**config.mk**
```make
export PLATFORM = sky130hd
export DESIGN_NAME = branch_predictor_flat
export DESIGN_NICKNAME = d
export VERILOG_FILES = /design/src/rtl/branch_predictor_pkg.sv /design/src/rtl/branch_predictor_if.sv /design/src/rtl/sat_counter2.sv /design/src/rtl/branch_predictor.sv /design/src/flat_wrapper.sv
export SDC_FILE = /design/constraint.sdc
export NUM_CORES = 2
export LEC_CHECK = 0
export ABC_CLOCK_PERIOD_IN_PS = 5000
export CORE_MARGIN = 10
export CORE_UTILIZATION = 45
export CTS_BUF_LIST = sky130_fd_sc_hd__clkbuf_16
export DETAILED_ROUTE_END_ITERATION = 8
export HOLD_SLACK_MARGIN = 0.1
export SYNTH_ARGS = -nofsm -noshare
export SYNTH_HDL_FRONTEND = slang
export SYNTH_HIERARCHICAL = 1
export SYNTH_SLANG_ARGS = --single-unit
```
**constraint.sdc**
```tcl
create_clock -name i_clk -period 5 [get_ports i_clk]
set_clock_uncertainty 0.2 [all_clocks]
set_input_delay 0.75 -clock i_clk [delete_from_list [all_inputs] [get_ports i_clk]]
set_output_delay 0.75 -clock i_clk [all_outputs]
set_load 0.02 [all_outputs]
```
**src/rtl/branch_predictor_pkg.sv**
```systemverilog
// Shared CPU definitions used by the branch predictor: counter encodings,
// the sequential PC increment and the default table size.
package branch_predictor_pkg;

    typedef enum logic [1:0] {
        CTR_SNT = 2'b00,
        CTR_WNT = 2'b01,
        CTR_WT  = 2'b10,
        CTR_ST  = 2'b11
    } ctr_e;

    localparam logic [31:0] PC_INC      = 32'd4;
    localparam int          ENTRIES_DEF = 16;

endpackage

```
**src/rtl/branch_predictor_if.sv**
```systemverilog
// Fetch-side lookup, resolve-side update and redirect/statistics bundle between
// the pipeline (master) and the branch predictor (slave).
interface branch_predictor_if;

    logic [31:0] i_if_pc;
    logic        o_pred_taken;
    logic [31:0] o_pred_target;

    logic        i_upd_valid;
    logic [31:0] i_upd_pc;
    logic        i_upd_taken;
    logic [31:0] i_upd_target;
    logic        i_upd_pred_taken;
    logic [31:0] i_upd_pred_target;

    logic        o_redirect;
    logic [31:0] o_redirect_pc;
    logic [15:0] o_br_count;
    logic [15:0] o_mis_count;

    modport master (
        output i_if_pc,
        output i_upd_valid, i_upd_pc, i_upd_taken, i_upd_target,
        output i_upd_pred_taken, i_upd_pred_target,
        input  o_pred_taken, o_pred_target,
        input  o_redirect, o_redirect_pc, o_br_count, o_mis_count
    );

    modport slave (
        input  i_if_pc,
        input  i_upd_valid, i_upd_pc, i_upd_taken, i_upd_target,
        input  i_upd_pred_taken, i_upd_pred_target,
        output o_pred_taken, o_pred_target,
        output o_redirect, o_redirect_pc, o_br_count, o_mis_count
    );

endinterface

```
**src/rtl/sat_counter2.sv**
```systemverilog
// Next-state function of a 2-bit saturating direction counter, shared by all
// table entries through the update port.
module sat_counter2
    import branch_predictor_pkg::*;
(
    input  logic [1:0] ctr,
    input  logic       taken,
    output logic [1:0] ctr_next
);

    // Step toward strongly-taken on taken, toward strongly-not-taken otherwise
    always_comb begin
        ctr_next = ctr;
        case (ctr)
            CTR_SNT: ctr_next = taken ? CTR_WNT : CTR_SNT;
            CTR_WNT: ctr_next = taken ? CTR_WT  : CTR_SNT;
            CTR_WT:  ctr_next = taken ? CTR_ST  : CTR_WNT;
            CTR_ST:  ctr_next = taken ? CTR_ST  : CTR_WT;
            default: ctr_next = CTR_WNT;
        endcase
    end

endmodule

```
**src/rtl/branch_predictor.sv**
```systemverilog
// Direct-mapped branch target buffer with 2-bit counters, misprediction
// redirect generation and saturating branch/misprediction statistics.
module branch_predictor
    import branch_predictor_pkg::*;
#(
    parameter int ENTRIES = ENTRIES_DEF,
    parameter int IDX_W   = $clog2(ENTRIES)
)
(
    input  logic                i_clk,
    input  logic                i_rst_n,
    branch_predictor_if.slave   bp
);

    localparam int TAG_W = 32 - IDX_W - 2;

    logic              valid_r  [ENTRIES];
    logic [TAG_W-1:0]  tag_r    [ENTRIES];
    logic [31:0]       target_r [ENTRIES];
    logic [1:0]        ctr_r    [ENTRIES];

    logic [IDX_W-1:0]  if_idx_s;
    logic [TAG_W-1:0]  if_tag_s;
    logic [IDX_W-1:0]  upd_idx_s;
    logic [TAG_W-1:0]  upd_tag_s;
    logic              pred_hit_s;
    logic              upd_hit_s;
    logic [1:0]        upd_ctr_next_s;
    logic              mispredict_s;
    logic [31:0]       redirect_pc_next_s;

    logic              redirect_r;
    logic [31:0]       redirect_pc_r;
    logic [15:0]       br_count_r;
    logic [15:0]       mis_count_r;

    // Word-aligned PCs: the two low bits never take part in index or tag
    logic              unused_pc_bits_s;
    assign unused_pc_bits_s = ^{bp.i_if_pc[1:0], bp.i_upd_pc[1:0]};

    assign if_idx_s  = bp.i_if_pc[IDX_W+1:2];
    assign if_tag_s  = bp.i_if_pc[31:IDX_W+2];
    assign upd_idx_s = bp.i_upd_pc[IDX_W+1:2];
    assign upd_tag_s = bp.i_upd_pc[31:IDX_W+2];

    // Fetch lookup against the table contents as of the last clock edge
    always_comb begin
        pred_hit_s = 1'b0;
        if (valid_r[if_idx_s] && (tag_r[if_idx_s] == if_tag_s)) begin
            pred_hit_s = 1'b1;
        end else begin
            pred_hit_s = 1'b0;
        end
    end

    assign bp.o_pred_taken  = pred_hit_s & ctr_r[if_idx_s][1];
    assign bp.o_pred_target = target_r[if_idx_s];

    // Resolve-side hit detection for the entry being trained
    always_comb begin
        upd_hit_s = 1'b0;
        if (valid_r[upd_idx_s] && (tag_r[upd_idx_s] == upd_tag_s)) begin
            upd_hit_s = 1'b1;
        end else begin
            upd_hit_s = 1'b0;
        end
    end

    sat_counter2 u_sat_counter2 (
        .ctr      (ctr_r[upd_idx_s]),
        .taken    (bp.i_upd_taken),
        .ctr_next (upd_ctr_next_s)
    );

    // Misprediction: wrong direction, or right "taken" direction with a stale target
    always_comb begin
        mispredict_s       = 1'b0;
        redirect_pc_next_s = bp.i_upd_pc + PC_INC;
        if (bp.i_upd_valid &&
            ((bp.i_upd_taken != bp.i_upd_pred_taken) ||
             (bp.i_upd_taken && (bp.i_upd_target != bp.i_upd_pred_target)))) begin
            mispredict_s = 1'b1;
        end else begin
            mispredict_s = 1'b0;
        end
        if (bp.i_upd_taken) begin
            redirect_pc_next_s = bp.i_upd_target;
        end else begin
            redirect_pc_next_s = bp.i_upd_pc + PC_INC;
        end
    end

    // Table training: counter/target update on hit, allocation on taken miss
    always_ff @(posedge i_clk or negedge i_rst_n) begin
        if (!i_rst_n) begin
            for (int i = 0; i < ENTRIES; i++) begin
                valid_r[i]  <= 1'b0;
                tag_r[i]    <= '0;
                target_r[i] <= 32'h0000_0000;
                ctr_r[i]    <= CTR_WNT;
            end
        end else if (bp.i_upd_valid) begin
            if (upd_hit_s) begin
                ctr_r[upd_idx_s] <= upd_ctr_next_s;
                if (bp.i_upd_taken) begin
                    target_r[upd_idx_s] <= bp.i_upd_target;
                end
            end else if (bp.i_upd_taken) begin
                valid_r[upd_idx_s]  <= 1'b1;
                tag_r[upd_idx_s]    <= upd_tag_s;
                target_r[upd_idx_s] <= bp.i_upd_target;
                ctr_r[upd_idx_s]    <= CTR_WT;
            end
        end
    end

    // One-cycle redirect pulse; the redirect PC holds between pulses
    always_ff @(posedge i_clk or negedge i_rst_n) begin
        if (!i_rst_n) begin
            redirect_r    <= 1'b0;
            redirect_pc_r <= 32'h0000_0000;
        end else begin
            redirect_r <= mispredict_s;
            if (mispredict_s) begin
                redirect_pc_r <= redirect_pc_next_s;
            end
        end
    end

    // Saturating statistics counters
    always_ff @(posedge i_clk or negedge i_rst_n) begin
        if (!i_rst_n) begin
            br_count_r  <= 16'h0000;
            mis_count_r <= 16'h0000;
        end else begin
            if (bp.i_upd_valid && (br_count_r != 16'hFFFF)) begin
                br_count_r <= br_count_r + 16'd1;
            end
            if (mispredict_s && (mis_count_r != 16'hFFFF)) begin
                mis_count_r <= mis_count_r + 16'd1;
            end
        end
    end

    assign bp.o_redirect    = redirect_r;
    assign bp.o_redirect_pc = redirect_pc_r;
    assign bp.o_br_count    = br_count_r;
    assign bp.o_mis_count   = mis_count_r;

endmodule

```
**src/flat_wrapper.sv**
```systemverilog
// flat-port wrapper written by rule: the top's interface ports become plain ports
module branch_predictor_flat import branch_predictor_pkg::*;
#(
    parameter int ENTRIES = ENTRIES_DEF,
    parameter int IDX_W   = $clog2(ENTRIES)
)
  (i_clk, i_rst_n, bp_i_if_pc, bp_i_upd_valid, bp_i_upd_pc, bp_i_upd_taken, bp_i_upd_target, bp_i_upd_pred_taken, bp_i_upd_pred_target, bp_o_pred_taken, bp_o_pred_target, bp_o_redirect, bp_o_redirect_pc, bp_o_br_count, bp_o_mis_count);
  branch_predictor_if bp_i ();
  input  logic i_clk;
  input  logic i_rst_n;
  input wire logic [$bits(bp_i.i_if_pc)-1:0] bp_i_if_pc;
  input wire logic [$bits(bp_i.i_upd_valid)-1:0] bp_i_upd_valid;
  input wire logic [$bits(bp_i.i_upd_pc)-1:0] bp_i_upd_pc;
  input wire logic [$bits(bp_i.i_upd_taken)-1:0] bp_i_upd_taken;
  input wire logic [$bits(bp_i.i_upd_target)-1:0] bp_i_upd_target;
  input wire logic [$bits(bp_i.i_upd_pred_taken)-1:0] bp_i_upd_pred_taken;
  input wire logic [$bits(bp_i.i_upd_pred_target)-1:0] bp_i_upd_pred_target;
  output wire logic [$bits(bp_i.o_pred_taken)-1:0] bp_o_pred_taken;
  output wire logic [$bits(bp_i.o_pred_target)-1:0] bp_o_pred_target;
  output wire logic [$bits(bp_i.o_redirect)-1:0] bp_o_redirect;
  output wire logic [$bits(bp_i.o_redirect_pc)-1:0] bp_o_redirect_pc;
  output wire logic [$bits(bp_i.o_br_count)-1:0] bp_o_br_count;
  output wire logic [$bits(bp_i.o_mis_count)-1:0] bp_o_mis_count;
  assign bp_i.i_if_pc = bp_i_if_pc;
  assign bp_i.i_upd_valid = bp_i_upd_valid;
  assign bp_i.i_upd_pc = bp_i_upd_pc;
  assign bp_i.i_upd_taken = bp_i_upd_taken;
  assign bp_i.i_upd_target = bp_i_upd_target;
  assign bp_i.i_upd_pred_taken = bp_i_upd_pred_taken;
  assign bp_i.i_upd_pred_target = bp_i_upd_pred_target;
  assign bp_o_pred_taken = bp_i.o_pred_taken;
  assign bp_o_pred_target = bp_i.o_pred_target;
  assign bp_o_redirect = bp_i.o_redirect;
  assign bp_o_redirect_pc = bp_i.o_redirect_pc;
  assign bp_o_br_count = bp_i.o_br_count;
  assign bp_o_mis_count = bp_i.o_mis_count;
  branch_predictor #(.ENTRIES(ENTRIES), .IDX_W(IDX_W)) u_core (.i_clk(i_clk), .i_rst_n(i_rst_n), .bp(bp_i));
endmodule
```
==> reports/qor.yml <==
outcome: "finished clean"
busiest_layer: "met2"
fin_nets: 3902
fp.dieH_um: 361
fin_util: 0.531
first_pass_iters: 6
avgViaCountPerCell: 6.19
leakage_nw: 26.9
tightest_slew_ns: 1.08
finalCritPeriodShare: 0.954
grt_pass1_vias: 35700
setup_ws_ns: 0.229
min-delay-path-class: "flop to flop"
drt_iter0_drc: 2822
drive_gt1_frac: 0.477
synth_area_um2: 52300
grt_max_degree: 128
synth_seq_cells: 1041
ir_drop_uv: 325
layout.cells.non_filler: 5383
synth.avg_cell_area_um2: 14.9
slew_headroom: 0.272
synth.net_count: 3662
initial_core_util: 0.452
die_w_um: 361
ys_seq_area_frac: 0.498
htree_num_levels: 3
post-place-cells: 5169
port_buffers: 228
end_kind: "primary output"
drc: 0
hpwl_um: 106000
slew_viol_final: 0
cts_resized: 0
post_cts_buffers: 0
p_per_area_nw_per_um2: 404
antenna_found_initial: 9
worst-path-buf-inv: 5
synth_top_area_frac: 0.490
critical-path-top-delay-family: "buffers and inverters"
synth_common_cells: "1025 x dfrtp_1, 975 x mux2_2, 385 x mux4_2, 225 x clkbuf_1, 112 x nand2_1"
critical_path_arrival_ns: 3.82
critical_path.slowest_cell: "mux4_2"
ff2ff_path_depth: 10
setup_viol_count_final: 0
globalRouteMet2Util: 0.405
grt_util_met3: 0.0472
synthMostInstantiatedCell: "dfrtp_1"
clock_latency_ns: 0.74
yosys_warnings: 6
path_clk_slew_ns: 0.06
avgRoutedWirePerCell_um: 30.6
cts_root_buffer: "clkbuf_16"
grt_pass1_wl_um: 244000
crit_type: "input pin to primary output"
critPathLaunchType: "input pin"
max-clock-path-buffers: 3
synth_cells: 3523
place.gp.congestion: 0.899
crit_cells: 11
rows: 125
cts_tree: "built"
path_common_cell: "buf_4"
crit_chain: "buf_8 -> buf_12 -> mux4_2 -> mux4_2 -> xor2_1 -> nor4_1 -> buf_4 -> nand4_1 -> nor4_1 -> buf_4 -> buf_4"
met1_usage: 0.336
slowest_delay_ns: 0.52
crit_fanout: 29
numCtsBuffers: 115
overflow: 0
holdPathStages: 2
max_freq_mhz: 210
synth-main-ff-cell: "dfrtp_1"
ys_async_sr_fraction: 1.00
pre_cts_ws_ns: -0.0871
io_pins: 231
routed_wirelength_um: 165000
cp.required_ns: 4.05
rsz0062_at_grt: "false"
setup_tns_ns: 0
cap_violations: 0
areaGrowthSynthToFinish_pct: 17.6
fp.dieArea_um2: 130000
synth_largest_area_cell: "dfrtp_1"
grt_usage: 0.250
vias: 33300
fin_crit_ns: 4.77
synth.top_cells.by_area: "dfrtp_1 49%, mux2_2 21%, mux4_2 17%"
synth_cell_types: 63
detail-route-antenna-nets: 0
coreArea_um2: 116000
numClockSinks: 1041
synth-edff-count: 0
hold_viol_final: 0
==> cell type report <==
cell class / instances / area [um^2]
clock buffers: 116 / 2900
diodes: 2 / 5.00
flip-flops and latches: 1041 / 26100
inverters: 19 / 71.3
fillers: 9322 / 54400
multi-input cells: 2109 / 24800
well taps: 1524 / 1910
repair buffers: 477 / 4950
clock inverters: 95 / 838
==> path summary, 6_finish.rpt <==
check	slack [ns]	from	end
min in group asynchronous	0.55	i_rst_n	u_core/target_r[488]$_DFFE_PN0P_
worst min-delay path	0.28	u_core/ctr_r[18]$_DFFE_PN1P_	u_core/ctr_r[18]$_DFFE_PN1P_
worst max register to register	0.73	u_core/tag_r[124]$_DFFE_PN0P_	u_core/ctr_r[31]$_DFFE_PN0P_
max in group asynchronous	2.71	i_rst_n	u_core/bp.o_mis_count[7]$_DFFE_PN0P_
worst max-delay path	0.23	bp_i_if_pc[2]	bp_o_pred_taken
worst min register to register	0.28	u_core/ctr_r[18]$_DFFE_PN1P_	u_core/ctr_r[18]$_DFFE_PN1P_
==> cells by family (layout without fill, tap and decap cells) <==
| group | after synthesis | count (layout) | synth area share |
|---|---|---|---|
| multiplexers | 1447 | 1447 | 0.392 |
| flip-flops | 1041 | 1041 | 0.498 |
| buffers and inverters | 373 | 707 | 0.0303 |
| AND/OR/NAND/NOR | 364 | 364 | 0.0357 |
| AO/OA/AOI/OAI | 145 | 145 | 0.0176 |
| XOR/XNOR | 145 | 145 | 0.0243 |
| adder cells (fa/ha/maj) | 8 | 8 | 0.00186 |
| other | 0 | 2 | 0 |
==> cells in the final DEF (no fill, tap or decap), types with 72 or more instances in the layout <==
cell type	instances
clkbuf_16	116
clkdlybuf4s50_1	217
mux4_2	385
xnor2_1	73
nand2_1	106
mux2_2	975
dfrtp_1	1025
mux2i_1	85
buf_4	188
xor2_1	72
==> registers in the layout (all words and copies together) (netlist names) <==
register,flops
u_core/target_r,512
u_core/valid_r,16
u_core/ctr_r,32
u_core/bp.o_mis_count,16
u_core/tag_r,416
u_core/bp.o_br_count,16
u_core/bp.o_redirect,1
u_core/bp.o_redirect_pc,32
==> repair_timing <==
| item | 4_1_cts | 5_1_grt |
|---|---|---|
| hold buffers | 1 | 0 |
| hold endpoints to repair | 92 | 0 |
| setup endpoints to repair | 0 | 0 |
==> worst reg2reg max path, delay by kind of cell, from the launching register on <==
family	cells	cell delay [ns]
mux	3	1.25
xor+xnor	1	0.19
buf+inv	2	0.46
simple gates	4	1.66
flops	1	0.40
==> per-stage QoR <==
stage | instance area, um^2 | hold slack (ns) | power (mW)
2_1_floorplan | 52300 | 0.249 | 14.4
3_3_place_gp | 57800 | 0.259 | 16.2
3_5_place_dp | 57800 | 0.265 | 16.5
4_1_cts | 61500 | 0.275 | 25.0
5_1_grt | 61500 | 0.292 | 25.9
6_report | 61500 | 0.276 | 24.9
==> per-layer routing <==
layer | up-vias | routed length [um]
li1 | 13700 | -
met1 | 18000 | 69200
met2 | 1244 | 78600
met3 | 326 | 10800
met4 | 14 | 5990
met5 | - | 95
==> where the power goes <==
group / leakage (nW) / switching (mW) / internal, mW
Combinational: 11.8 / 2.24 / 3.05
Clock: 1.92 / 3.57 / 4.87
Sequential: 13.2 / 1.07 / 10.0
Power figures use the tool's default switching activity.
